$ cat src/rtl/cpu_pkg.sv
// Shared CPU constants: datapath widths, phase bit indices, LED select bits and
// the MEM-stage FSM state encoding.
package cpu_pkg;

  localparam int MEM_DATA_W      = 16;
  localparam int MEM_DES_W       = 3;
  localparam int MEM_TIMEOUT_CYC = 15;

  localparam int PH_MEM = 3;

  localparam int LED0_BIT = 0;
  localparam int LED1_BIT = 1;

  typedef enum logic [1:0] {
    ST_IDLE = 2'd0,
    ST_REQ  = 2'd1,
    ST_DONE = 2'd2
  } mem_state_e;

endpackage

$ cat src/rtl/mem_access_stage.sv
// MEM-stage engine: runs one data-memory access per phase-3 slot, drives the
// LED registers and the registered MEM/WB result, and stalls the phase counter.
module mem_access_stage
  import cpu_pkg::*;
#(
  parameter int DATA_W      = MEM_DATA_W,
  parameter int DES_W       = MEM_DES_W,
  parameter int TIMEOUT_CYC = MEM_TIMEOUT_CYC
) (
  input  logic              clock,
  input  logic              reset,
  input  logic [4:0]        phasecounter,
  input  logic              in_MemtoReg,
  input  logic              in_RegWrite,
  input  logic              in_MemRead,
  input  logic              in_MemWrite,
  input  logic [1:0]        in_ledout,
  input  logic              in_switchin,
  input  logic [DATA_W-1:0] in_address,
  input  logic [DATA_W-1:0] in_data,
  input  logic [DES_W-1:0]  in_des,
  output logic              mem_req,
  output logic              mem_we,
  output logic [DATA_W-1:0] mem_addr,
  output logic [DATA_W-1:0] mem_wdata,
  input  logic [DATA_W-1:0] mem_rdata,
  input  logic              mem_ack,
  input  logic [DATA_W-1:0] switch_data,
  output logic              stall,
  output logic [DATA_W-1:0] led0,
  output logic [DATA_W-1:0] led1,
  output logic              wb_RegWrite,
  output logic [DES_W-1:0]  wb_des,
  output logic [DATA_W-1:0] wb_data,
  output logic              mem_error,
  output logic [1:0]        dbg_state
);

  localparam int TO_W = $clog2(TIMEOUT_CYC + 1);

  mem_state_e        state_q;
  logic [TO_W-1:0]   tcnt_q;
  logic [DATA_W-1:0] rdata_q;

  logic mem_phase;
  logic both_set;
  logic access;
  logic commit;

  assign mem_phase = phasecounter[PH_MEM];
  assign both_set  = in_MemRead & in_MemWrite;
  assign access    = in_MemRead ^ in_MemWrite;
  assign stall     = mem_phase & access & (state_q != ST_DONE);
  assign commit    = mem_phase & ~stall;
  assign dbg_state = state_q;

  // Memory handshake: mem_req rises with addr/we/wdata and stays high with
  // them stable until the first cycle mem_ack is seen (or the timeout fires);
  // mem_rdata is taken only in that cycle, and mem_ack outside REQ is ignored.
  always_ff @(posedge clock) begin
    if (reset) begin
      state_q     <= ST_IDLE;
      tcnt_q      <= '0;
      rdata_q     <= '0;
      mem_req     <= 1'b0;
      mem_we      <= 1'b0;
      mem_addr    <= '0;
      mem_wdata   <= '0;
      led0        <= '0;
      led1        <= '0;
      wb_RegWrite <= 1'b0;
      wb_des      <= '0;
      wb_data     <= '0;
      mem_error   <= 1'b0;
    end else begin
      if (mem_phase && both_set) begin
        mem_error <= 1'b1;
      end

      case (state_q)
        ST_IDLE: begin
          if (mem_phase && access) begin
            state_q   <= ST_REQ;
            mem_req   <= 1'b1;
            mem_we    <= in_MemWrite;
            mem_addr  <= in_address;
            mem_wdata <= in_data;
            tcnt_q    <= '0;
          end
        end
        ST_REQ: begin
          if (mem_ack) begin
            state_q <= ST_DONE;
            mem_req <= 1'b0;
            rdata_q <= mem_rdata;
          end else if (tcnt_q == TO_W'(TIMEOUT_CYC - 1)) begin
            // Abort: the load result reads as zero and the error sticks.
            state_q   <= ST_DONE;
            mem_req   <= 1'b0;
            rdata_q   <= '0;
            mem_error <= 1'b1;
          end else begin
            tcnt_q <= tcnt_q + 1'b1;
          end
        end
        ST_DONE: begin
          if (!mem_phase) begin
            state_q <= ST_IDLE;
          end
        end
        default: state_q <= ST_IDLE;
      endcase

      if (commit) begin
        wb_RegWrite <= in_RegWrite;
        wb_des      <= in_des;
        wb_data     <= in_switchin ? switch_data :
                       in_MemtoReg ? rdata_q : in_address;
        if (in_ledout[LED0_BIT]) begin
          led0 <= in_data;
        end
        if (in_ledout[LED1_BIT]) begin
          led1 <= in_data;
        end
      end
    end
  end

endmodule
$ cat config.mk
export PLATFORM = sky130hd
export DESIGN_NAME = mem_access_stage
export DESIGN_NICKNAME = d
export VERILOG_FILES = /design/src/rtl/cpu_pkg.sv /design/src/rtl/mem_access_stage.sv
export SDC_FILE = /design/constraint.sdc
export NUM_CORES = 1
export LEC_CHECK = 0
export ABC_AREA = 1
export CORE_MARGIN = 2
export CORE_UTILIZATION = 40
export DETAILED_ROUTE_END_ITERATION = 8
export PLACE_DENSITY_LB_ADDON = 0.05
export SETUP_SLACK_MARGIN = 0.05
export SYNTH_ARGS = -nofsm -noshare
export SYNTH_HDL_FRONTEND = slang
export SYNTH_SLANG_ARGS = --single-unit
$ cat constraint.sdc
create_clock -name clock -period 1.4 [get_ports clock]
set_clock_uncertainty 0.05 [all_clocks]
set_input_delay 0.28 -clock clock [delete_from_list [all_inputs] [get_ports clock]]
set_output_delay 0.28 -clock clock [all_outputs]
set_load 0.01 [all_outputs]
==> metrics.txt, run 1 <==
# TYPE chip_impl_metric gauge
chip_impl_metric{name="leakage",unit="nW"} 3.70
chip_impl_metric{name="required",unit="ns"} 1.60
chip_impl_metric{name="power",unit="mW"} 7.76
chip_impl_metric{name="initial_core_util",unit=""} 0.408
chip_impl_metric{name="overflow",unit=""} 0
chip_impl_metric{name="drt-vias-per-instance",unit=""} 4.95
chip_impl_metric{name="yosysUniqueCellTypes",unit=""} 22
chip_impl_info{name="unrepaired_setup_endpoints_after_global_routing",value="true"} 1
chip_impl_metric{name="wire_per_inst",unit="um"} 15.8
chip_impl_metric{name="die-width",unit="um"} 112
chip_impl_metric{name="first_pass_iteration_count_of_the_detailed_router",unit=""} 4
chip_impl_metric{name="wl",unit="um"} 15900
chip_impl_metric{name="antenna-diode-count",unit=""} 0
chip_impl_metric{name="setup_tns_after_final_layout",unit="ns"} -3.64
chip_impl_metric{name="grt_antenna_before_repair",unit=""} 0
chip_impl_metric{name="grt_max_degree",unit=""} 40
chip_impl_info{name="most-common-layout-cells",value="inv_1, dfxtp_1, nand2_1"} 1
chip_impl_metric{name="max_freq",unit="MHz"} 660
chip_impl_metric{name="maxSlewHeadroom",unit=""} 0.711
chip_impl_metric{name="design.final.nets",unit=""} 945
chip_impl_metric{name="slew_violations",unit=""} 0
chip_impl_metric{name="grt_first_pass_wirelength",unit="um"} 24100
chip_impl_metric{name="via_count",unit=""} 4988
chip_impl_metric{name="route.antenna.remaining_nets",unit=""} 0
chip_impl_metric{name="dr.first_iter.drc_count",unit=""} 225
chip_impl_metric{name="syn-instance-count",unit=""} 656
chip_impl_metric{name="post-route-period-util",unit=""} 1.08
chip_impl_metric{name="critical_path.max_fanout",unit=""} 5
chip_impl_metric{name="dpl.hpwl",unit="um"} 9440
chip_impl_metric{name="share_of_post_route_cells_with_drive_strength_above_1",unit=""} 0.223
chip_impl_info{name="tritoncts",value="built"} 1
chip_impl_info{name="layout.cells.most_common",value="inv_1"} 1
chip_impl_metric{name="ys_seq_elements",unit=""} 109
chip_impl_metric{name="die_y",unit="um"} 112
chip_impl_metric{name="postLayoutSetupSlackWorst",unit="ns"} -0.115
chip_impl_info{name="worst_setup_path_end_kind",value="flip-flop"} 1
chip_impl_metric{name="core.rowCount",unit=""} 39
chip_impl_metric{name="cts-hold-fix-buffers",unit=""} 0
chip_impl_metric{name="syn-num-nets",unit=""} 741
chip_impl_metric{name="power.density",unit="mW/mm^2"} 993
chip_impl_metric{name="worst-slew-pin-transition",unit="ns"} 0.432
chip_impl_metric{name="hold_slack",unit="ns"} 0.266
chip_impl_metric{name="timing.max_cap.violations",unit=""} 0
chip_impl_metric{name="synth.yosys.warnings",unit=""} 0
chip_impl_metric{name="worst_ir_drop_vdd",unit="mV"} 0.867
chip_impl_metric{name="cts_h_tree_depth",unit=""} 3
chip_impl_info{name="worstSetupPathType",value="flip-flop to flip-flop"} 1
chip_impl_metric{name="cts-root-to-sink-buffers",unit=""} 2
chip_impl_metric{name="ioPinCount",unit=""} 172
chip_impl_metric{name="routabilityCongestion",unit=""} 0.782
chip_impl_info{name="cts.root.buffer_cell",value="clkbuf_16"} 1
chip_impl_metric{name="flow.area_growth_from_synthesis",unit="%"} 67.7
chip_impl_metric{name="number_of_buffers_created_by_cts",unit=""} 9
chip_impl_info{name="critical_path.startpoint_type",value="flip-flop"} 1
chip_impl_metric{name="port-buffer-count",unit=""} 167
chip_impl_metric{name="number_of_global_route_vias_before_repair",unit=""} 4868
chip_impl_metric{name="final_area",unit="sq mm"} 0.00782
chip_impl_metric{name="final_cell_count_no_fill",unit=""} 1007
chip_impl_info{name="run_status",value="complete, but fails checks"} 1
chip_impl_metric{name="floorplan.die_area",unit="sq mm"} 0.0125
chip_impl_metric{name="dpl.cell_count",unit=""} 957
chip_impl_metric{name="detail_route.drc_violations",unit=""} 0
chip_impl_metric{name="grt_usage",unit=""} 0.244
chip_impl_metric{name="cts.clk_slew.worst_paths",unit="ns"} 0.07
chip_impl_info{name="worst_hold_path_type",value="input port to flip-flop"} 1
chip_impl_metric{name="period_needed",unit="ns"} 1.51
chip_impl_metric{name="placeable_core_region",unit="sq mm"} 0.0114
chip_impl_metric{name="critPathArrivalTime",unit="ns"} 1.72
chip_impl_metric{name="syn_area",unit="sq mm"} 0.00466
chip_impl_metric{name="setup_violations",unit=""} 48
chip_impl_metric{name="clkSinkCount",unit=""} 109
chip_impl_metric{name="clkLatencyLatePin",unit="ns"} 0.35
chip_impl_metric{name="synth.avg_cell_area",unit="sq um"} 7.11
chip_impl_metric{name="fin_util",unit=""} 0.685
chip_impl_metric{name="place_worst_setup_slack",unit="ns"} -0.737
chip_impl_metric{name="fillCellCount",unit=""} 951
chip_impl_metric{name="ys_seq_area_frac",unit=""} 0.468
chip_impl_info{name="violations",value="negative setup slack"} 1
chip_impl_metric{name="place_area",unit="sq mm"} 0.00670
chip_impl_metric{name="timing_hold_violations_final",unit=""} 0
==> kinds of logic (layout without fill, tap and decap cells) <==
family / Yosys count / in the layout / synth area share
buffers and inverters: 163 / 367 / 0.138
AOI/OAI and AO/OA: 141 / 141 / 0.163
adders and majority gates: 3 / 3 / 0.00805
DFF: 109 / 109 / 0.468
and+or+nand+nor: 240 / 244 / 0.223
==> worst max-delay path: stages, from the launching register on <==
cell	delay, ns
dfxtp_2	0.34
inv_2	0.06
nand2_2	0.05
buf_6	0.11
a21boi_4	0.23
buf_6	0.15
buf_12	0.11
buf_12	0.11
nand3_2	0.06
nand2_1	0.09
nor2_1	0.05
==> path summary, 6_finish.rpt <==
| kind | start | endpoint | slack (ns) | cells past startpoint |
|---|---|---|---|---|
| min | in_MemWrite | mem_we | 0.27 | 3 |
| max | dbg_state[0] | led0[5] | -0.11 | 10 |
| max reg2reg | dbg_state[0] | led0[5] | -0.11 | 10 |
| min reg2reg | rdata_q[2] | rdata_q[2] | 0.43 | 2 |
==> cells in the mapped netlist <==
| cell type | number | area [sq um] |
|---|---|---|
| nor3_2 | 1 | 10.0 |
| or2_2 | 16 | 100 |
| nand3_1 | 57 | 285 |
| buf_1 | 4 | 15.0 |
| o21ai_1 | 3 | 15.0 |
| nand2_1 | 95 | 357 |
| o21ai_0 | 67 | 335 |
| o211ai_1 | 16 | 120 |
| inv_2 | 1 | 3.75 |
| nand3b_1 | 1 | 7.51 |
| a21oi_1 | 54 | 270 |
| ha_1 | 3 | 37.5 |
| inv_1 | 123 | 462 |
| buf_2 | 12 | 60.1 |
| clkbuf_1 | 21 | 78.8 |
| nand2_4 | 2 | 22.5 |
| nor3_1 | 1 | 5.00 |
| nor2_1 | 66 | 248 |
| buf_6 | 2 | 22.5 |
| a21boi_4 | 1 | 18.8 |
| dfxtp_1 | 109 | 2180 |
| nand4_1 | 1 | 6.26 |
==> per-layer routing <==
layer | up-vias | part of all wire | routed length (um) | track usage
met5 | - | 0 | 0 | 0
met4 | 0 | 0.034 | 544 | 0.133
met1 | 2301 | 0.40 | 6400 | 0.280
li1 | 2472 | - | - | -
met2 | 182 | 0.50 | 8030 | 0.424
met3 | 33 | 0.060 | 962 | 0.0506
==> power by group <==
group / total, mW / switching (mW) / leakage [nW] / internal (mW)
Combinational: 1.93 / 0.951 / 2.67 / 0.975
Sequential: 3.45 / 0.130 / 0.895 / 3.32
Clock: 2.39 / 1.14 / 0.136 / 1.24
==> cell type report <==
cell class	count	area [sq um]	area share
Clock buffer	11	243	0.0310
Timing Repair Buffer	228	2410	0.309
Multi-Input combinational cell	388	2310	0.295
Clock inverter	4	23.8	0.00304
Inverter	124	465	0.0595
Tap cell	143	179	0.0229
Sequential cell	109	2190	0.280
==> timing repair <==
action / 4_1_cts / 5_1_grt
setup endpoints to repair: 197 / 112
setup buffers: 18 / 8
resized for setup: 176 / 115
gates cloned: 12 / 4
pin swaps: 13 / 35
==> sequential cells by signal, indices dropped and copies added, names as in the netlist <==
register	cells
led0	16
led1	16
mem_addr	16
mem_wdata	16
rdata_q	16
wb_data	16
tcnt_q	4
wb_des	3
dbg_state	2
mem_error	1
mem_req	1
mem_we	1
wb_RegWrite	1
Note: power is estimated with default switching activity, not from simulation.
==> run 2: changes to the inputs <==
--- a/config.mk
+++ b/config.mk
@@ -7,10 +7,11 @@
 export LEC_CHECK = 0
 export ABC_AREA = 1
 export CORE_MARGIN = 2
-export CORE_UTILIZATION = 40
+export CORE_UTILIZATION = 48
 export DETAILED_ROUTE_END_ITERATION = 8
 export PLACE_DENSITY_LB_ADDON = 0.05
 export SETUP_SLACK_MARGIN = 0.05
+export SKIP_CTS_REPAIR_TIMING = 1
 export SYNTH_ARGS = -nofsm -noshare
 export SYNTH_HDL_FRONTEND = slang
 export SYNTH_SLANG_ARGS = --single-unit
==> constraint.sdc (replaced) <==
create_clock -name clock -period 1.93 [get_ports clock]
set_clock_uncertainty 0.05 [all_clocks]
set_input_delay 0.386 -clock clock [delete_from_list [all_inputs] [get_ports clock]]
set_output_delay 0.386 -clock clock [all_outputs]
set_load 0.01 [all_outputs]
==> run 2 against run 1 <==
  * The flow now finishes without violations
  * Combinational power decreased by 43%
  * Flip-flop and latch count is the same
  * Sequential power fell by 28%
  * Setup slack better by 0.29 ns
  * First-iteration DRC count fell by 27%
  * Sequential share of layout area grew 4.3 points
  * Non-clock buffer count fell by 40
  * Design area shrank 13%
  * Total power is 35% lower
  * Global-route usage down 0.96 points
  * Die area down 16%
==> metrics.txt, run 2 (synthesis gave the netlist of run 1 again) <==
# TYPE chip_impl_metric gauge
chip_impl_info{name="worst_hold_path_type",value="input port to flip-flop"} 1
chip_impl_info{name="cp_cell_sequence",value="clkdlybuf4s50_1"} 1
chip_impl_metric{name="place_worst_setup_slack",unit="ns"} -0.400
chip_impl_metric{name="via_count",unit=""} 4627
chip_impl_metric{name="flow.area_growth_from_synthesis",unit="%"} 45.5
chip_impl_metric{name="critPathArrivalTime",unit="ns"} 1.32
chip_impl_metric{name="clkSinkCount",unit=""} 109
chip_impl_metric{name="antenna-diode-count",unit=""} 0
chip_impl_metric{name="postLayoutSetupSlackWorst",unit="ns"} 0.174
chip_impl_metric{name="die_y",unit="um"} 103
chip_impl_metric{name="required",unit="ns"} 1.49
chip_impl_metric{name="core.rowCount",unit=""} 35
chip_impl_metric{name="floorplan.die_area",unit="sq mm"} 0.0105
chip_impl_info{name="worst_path_dominant_cell_family",value="buffers and inverters"} 1
chip_impl_metric{name="initial_core_util",unit=""} 0.500
chip_impl_metric{name="power",unit="mW"} 5.01
chip_impl_metric{name="route.antenna.remaining_nets",unit=""} 0
chip_impl_info{name="run_status",value="complete, no violations"} 1
chip_impl_metric{name="cts_h_tree_depth",unit=""} 3
chip_impl_metric{name="port-buffer-count",unit=""} 167
chip_impl_metric{name="critical_path.max_fanout",unit=""} 6
chip_impl_metric{name="clkLatencyLatePin",unit="ns"} 0.35
chip_impl_metric{name="power.density",unit="mW/mm^2"} 739
chip_impl_metric{name="cts-root-to-sink-buffers",unit=""} 2
chip_impl_metric{name="dpl.cell_count",unit=""} 934
chip_impl_metric{name="reg2regPathDepth",unit=""} 8
chip_impl_info{name="worstSetupPathType",value="flip-flop to primary output"} 1
chip_impl_metric{name="worst_ir_drop_vdd",unit="mV"} 0.501
chip_impl_metric{name="die-width",unit="um"} 103
chip_impl_info{name="cts.root.buffer_cell",value="clkbuf_8"} 1
chip_impl_info{name="tritoncts",value="built"} 1
chip_impl_metric{name="post-route-period-util",unit=""} 0.910
chip_impl_metric{name="cts.clk_slew.worst_paths",unit="ns"} 0.11
chip_impl_metric{name="design.final.nets",unit=""} 901
chip_impl_info{name="crit_path_top_delay_cell",value="clkdlybuf4s50_1"} 1
chip_impl_metric{name="grt_first_pass_wirelength",unit="um"} 19900
chip_impl_metric{name="share_of_post_route_cells_with_drive_strength_above_1",unit=""} 0.0731
chip_impl_metric{name="wl",unit="um"} 12300
chip_impl_metric{name="grt_usage",unit=""} 0.234
chip_impl_metric{name="ioPinCount",unit=""} 172
chip_impl_metric{name="slew_violations",unit=""} 0
chip_impl_metric{name="worst_path_largest_cell_delay",unit="ns"} 0.56
chip_impl_metric{name="drt-vias-per-instance",unit=""} 4.87
chip_impl_metric{name="grt_max_degree",unit=""} 71
chip_impl_metric{name="number_of_global_route_vias_before_repair",unit=""} 4427
chip_impl_metric{name="number_of_buffers_created_by_cts",unit=""} 9
chip_impl_metric{name="placeable_core_region",unit="sq mm"} 0.00933
chip_impl_metric{name="setup_violations",unit=""} 0
chip_impl_metric{name="max_freq",unit="MHz"} 570
chip_impl_metric{name="worst-slew-pin-transition",unit="ns"} 0.552
chip_impl_metric{name="final_cell_count_no_fill",unit=""} 950
chip_impl_metric{name="dpl.hpwl",unit="um"} 9080
chip_impl_metric{name="period_needed",unit="ns"} 1.76
chip_impl_info{name="worst_setup_path_end_kind",value="primary output"} 1
chip_impl_metric{name="maxSlewHeadroom",unit=""} 0.631
chip_impl_metric{name="cp_num_cells",unit=""} 1
chip_impl_metric{name="routabilityCongestion",unit=""} 0.819
chip_impl_metric{name="grt_antenna_before_repair",unit=""} 0
chip_impl_metric{name="timing_hold_violations_final",unit=""} 0
chip_impl_metric{name="hold_path_depth",unit=""} 3
chip_impl_metric{name="overflow",unit=""} 0
chip_impl_metric{name="timing.max_cap.violations",unit=""} 0
chip_impl_info{name="critical_path.startpoint_type",value="flip-flop"} 1
chip_impl_metric{name="wire_per_inst",unit="um"} 12.9
chip_impl_metric{name="leakage",unit="nW"} 3.00
chip_impl_metric{name="detail_route.drc_violations",unit=""} 0
chip_impl_info{name="most-common-layout-cells",value="clkdlybuf4s50_1, inv_1, dfxtp_1"} 1
chip_impl_metric{name="first_pass_iteration_count_of_the_detailed_router",unit=""} 4
chip_impl_info{name="layout.cells.most_common",value="clkdlybuf4s50_1"} 1
chip_impl_metric{name="dr.first_iter.drc_count",unit=""} 165
chip_impl_info{name="unrepaired_setup_endpoints_after_global_routing",value="false"} 1
chip_impl_metric{name="number_of_buffers_and_inverters_on_the_critical_path",unit=""} 1
## run 2: worst paths after layout
check | start | end | slack [ns]
worst max-delay path | dbg_state[1] | dbg_state[1] | 0.17
worst min-delay path | in_MemWrite | mem_we | 0.39
worst max register to register | tcnt_q[0] | rdata_q[6] | 0.28
worst min register to register | mem_req | mem_req | 0.44
## run 2: metal layers
metal	global-route usage	wire length, um
met1	0.302	5440
met4	0.0933	236
met3	0.0366	711
met2	0.395	5900
met5	0	0
## run 2: final cells by class
class | instances | area, sq um
inverters | 124 | 465
repair buffers | 188 | 1910
multi-input cells | 384 | 1860
fillers | 753 | 2550
clock buffers | 12 | 145
flip-flops and latches | 109 | 2180
well taps | 129 | 161
clock inverters | 4 | 56.3
## run 2: report_power, final
group	total [mW]	internal, mW	switching, mW
sequential	2.50	2.41	0.0865
clock	1.41	0.648	0.765
combinational	1.10	0.587	0.516
## run 2: stage by stage
stage / TNS (ns) / area [sq um] / util / hold slack (ns)
finish: 0 / 6780 / 0.727 / 0.393
global route: 0 / 6780 / 0.727 / 0.465
CTS: -0.402 / 6760 / 0.725 / 0.446
detailed placement: -16.00 / 6560 / 0.703 / 0.423
global placement: -11.10 / 6560 / 0.703 / 0.413
floorplan: 0 / 4660 / - / 0.403
==> run 3: changes to the inputs <==
--- a/config.mk
+++ b/config.mk
@@ -9,7 +9,7 @@
 export CORE_MARGIN = 2
 export CORE_UTILIZATION = 48
 export DETAILED_ROUTE_END_ITERATION = 8
-export PLACE_DENSITY_LB_ADDON = 0.05
+export PLACE_DENSITY = 0.86
 export SETUP_SLACK_MARGIN = 0.05
 export SKIP_CTS_REPAIR_TIMING = 1
 export SYNTH_ARGS = -nofsm -noshare
==> run 3 against run 2 <==
  * Die area did not move
  * Register-to-register slack improved by 0.05 ns
  * Flip-flop and latch count unchanged
  * Critical path depth unchanged
  * First-iteration DRC count is 1.2% higher
  * Clock-buffer cell count decreased by 1
  * Utilization decreased by 0.21 points
  * Highest routed layer unchanged
  * Critical endpoint is now dbg_state[0]
  * Hold slack got worse by 0.0078 ns
  * Clock power is 12% lower
  * Total power down 3.1%
  * Combinational power about the same
  * Critical path type unchanged
  * Sequential power about the same
  * Largest cell class unchanged
==> metrics.txt, run 3 (synthesis gave the netlist of run 1 again) <==
# TYPE chip_impl_metric gauge
chip_impl_metric{name="number_of_buffers_created_by_cts",unit=""} 9
chip_impl_metric{name="first_pass_iteration_count_of_the_detailed_router",unit=""} 5
chip_impl_metric{name="die-width",unit="um"} 103
chip_impl_metric{name="maxSlewHeadroom",unit=""} 0.726
chip_impl_metric{name="dpl.hpwl",unit="um"} 9900
chip_impl_metric{name="setup_tns_after_final_layout",unit="ns"} 0
chip_impl_metric{name="core.rowCount",unit=""} 35
chip_impl_metric{name="detail_route.drc_violations",unit=""} 0
chip_impl_info{name="crit_path_top_delay_cell",value="clkdlybuf4s50_1"} 1
chip_impl_metric{name="grt_first_pass_wirelength",unit="um"} 21200
chip_impl_metric{name="fin_util",unit=""} 0.725
chip_impl_metric{name="number_of_buffers_and_inverters_on_the_critical_path",unit=""} 1
chip_impl_info{name="tritoncts",value="built"} 1
chip_impl_metric{name="antenna-diode-count",unit=""} 0
chip_impl_metric{name="worst-slew-pin-transition",unit="ns"} 0.409
chip_impl_info{name="worst_hold_path_type",value="input port to flip-flop"} 1
chip_impl_metric{name="hold_slack",unit="ns"} 0.385
chip_impl_info{name="run_status",value="complete, no violations"} 1
chip_impl_metric{name="flow.area_growth_from_synthesis",unit="%"} 45.0
chip_impl_info{name="cts.root.buffer_cell",value="clkbuf_8"} 1
chip_impl_metric{name="overflow",unit=""} 0
chip_impl_info{name="unrepaired_setup_endpoints_after_global_routing",value="false"} 1
chip_impl_info{name="worst_path_dominant_cell_family",value="buffers and inverters"} 1
chip_impl_metric{name="floorplan.die_area",unit="sq mm"} 0.0105
chip_impl_metric{name="number_of_global_route_vias_before_repair",unit=""} 4683
chip_impl_metric{name="power.density",unit="mW/mm^2"} 719
chip_impl_metric{name="ioPinCount",unit=""} 172
chip_impl_metric{name="leakage",unit="nW"} 2.97
chip_impl_metric{name="period_needed",unit="ns"} 1.83
chip_impl_metric{name="share_of_post_route_cells_with_drive_strength_above_1",unit=""} 0.0732
chip_impl_metric{name="post-route-period-util",unit=""} 0.947
chip_impl_metric{name="cts-root-to-sink-buffers",unit=""} 2
chip_impl_metric{name="route.antenna.remaining_nets",unit=""} 0
chip_impl_metric{name="worst_path_largest_cell_delay",unit="ns"} 0.58
chip_impl_metric{name="max_freq",unit="MHz"} 547
chip_impl_metric{name="cts.clk_slew.worst_paths",unit="ns"} 0.09
chip_impl_info{name="cp_cell_sequence",value="clkdlybuf4s50_1"} 1
chip_impl_metric{name="port-buffer-count",unit=""} 167
chip_impl_metric{name="placeable_core_region",unit="sq mm"} 0.00933
chip_impl_metric{name="place_worst_setup_slack",unit="ns"} -0.422
chip_impl_metric{name="grt_usage",unit=""} 0.254
chip_impl_metric{name="postLayoutSetupSlackWorst",unit="ns"} 0.102
chip_impl_metric{name="grt_max_degree",unit=""} 56
chip_impl_metric{name="slew_violations",unit=""} 0
chip_impl_metric{name="dr.first_iter.drc_count",unit=""} 167
chip_impl_metric{name="wire_per_inst",unit="um"} 14.1
chip_impl_metric{name="critical_path.max_fanout",unit=""} 4
chip_impl_metric{name="fillCellCount",unit=""} 727
chip_impl_info{name="worst_setup_path_end_kind",value="primary output"} 1
chip_impl_info{name="layout.cells.most_common",value="clkdlybuf4s50_1"} 1
chip_impl_metric{name="final_cell_count_no_fill",unit=""} 949
chip_impl_metric{name="required",unit="ns"} 1.49
chip_impl_metric{name="dpl.cell_count",unit=""} 933
chip_impl_metric{name="power",unit="mW"} 4.86
chip_impl_metric{name="timing.max_cap.violations",unit=""} 0
chip_impl_metric{name="design.final.nets",unit=""} 900
chip_impl_metric{name="clkLatencyLatePin",unit="ns"} 0.36
chip_impl_metric{name="cts_h_tree_depth",unit=""} 3
chip_impl_metric{name="wl",unit="um"} 13400
chip_impl_metric{name="drt-vias-per-instance",unit=""} 4.99
chip_impl_metric{name="place_area",unit="sq mm"} 0.00658
chip_impl_info{name="worstSetupPathType",value="flip-flop to primary output"} 1
chip_impl_metric{name="via_count",unit=""} 4739
chip_impl_metric{name="final_area",unit="sq mm"} 0.00676
chip_impl_metric{name="die_y",unit="um"} 103
chip_impl_metric{name="critPathArrivalTime",unit="ns"} 1.39
chip_impl_metric{name="grt_antenna_before_repair",unit=""} 0
chip_impl_info{name="critical_path.startpoint_type",value="flip-flop"} 1
chip_impl_metric{name="routabilityCongestion",unit=""} 0.835
chip_impl_metric{name="worst_ir_drop_vdd",unit="mV"} 0.432
chip_impl_metric{name="clkSinkCount",unit=""} 109
chip_impl_metric{name="setup_violations",unit=""} 0
chip_impl_metric{name="timing_hold_violations_final",unit=""} 0
chip_impl_info{name="most-common-layout-cells",value="clkdlybuf4s50_1, inv_1, dfxtp_1"} 1
chip_impl_metric{name="initial_core_util",unit=""} 0.500
==> run 3: cell types whose count changed in the layout (fill, tap and decap cells not counted), moves of 2 or more <==
cell / change
buf_12: +2
buf_4: -3
clkinv_4: -2
clkinvlp_4: +3
==> run 3: layer usage <==
| layer | track usage | up-vias | share of wire |
|---|---|---|---|
| met5 | 0 | - | 0 |
| met4 | 0.0995 | 0 | 0.019 |
| met3 | 0.0766 | 24 | 0.087 |
| met2 | 0.469 | 192 | 0.50 |
| met1 | 0.271 | 2168 | 0.40 |
| li1 | - | 2355 | - |
==> run 3: final cells by class <==
| class | instances | area [sq um] | share of cell area |
|---|---|---|---|
| flip-flops and latches | 109 | 2180 | 0.323 |
| repair buffers | 187 | 1920 | 0.284 |
| multi-input cells | 384 | 1860 | 0.275 |
| inverters | 124 | 465 | 0.0688 |
| well taps | 129 | 161 | 0.0239 |
| clock buffers | 11 | 131 | 0.0194 |
| clock inverters | 5 | 36.3 | 0.00537 |
==> run 3: report_power, final <==
group | internal, mW | total (mW) | switching, mW
clock | 0.474 | 1.24 | 0.764
combinational | 0.593 | 1.12 | 0.530
sequential | 2.41 | 2.50 | 0.0885
==> run 3: path summary, 6_finish.rpt <==
| kind | to | slack, ns | from | cells past startpoint |
|---|---|---|---|---|
| max | dbg_state[0] | 0.10 | dbg_state[0] | 1 |
| max reg2reg | tcnt_q[0] | 0.33 | tcnt_q[0] | 8 |
| min | mem_we | 0.39 | in_MemWrite | 3 |
| min reg2reg | rdata_q[13] | 0.44 | rdata_q[13] | 2 |
==> run 3: worst min-delay path, delay by kind of cell <==
kind / cells / cell delay (ns)
buffers and inverters: 1 / 0.14
and+or+nand+nor: 1 / 0.09
AOI/OAI and AO/OA: 1 / 0.14
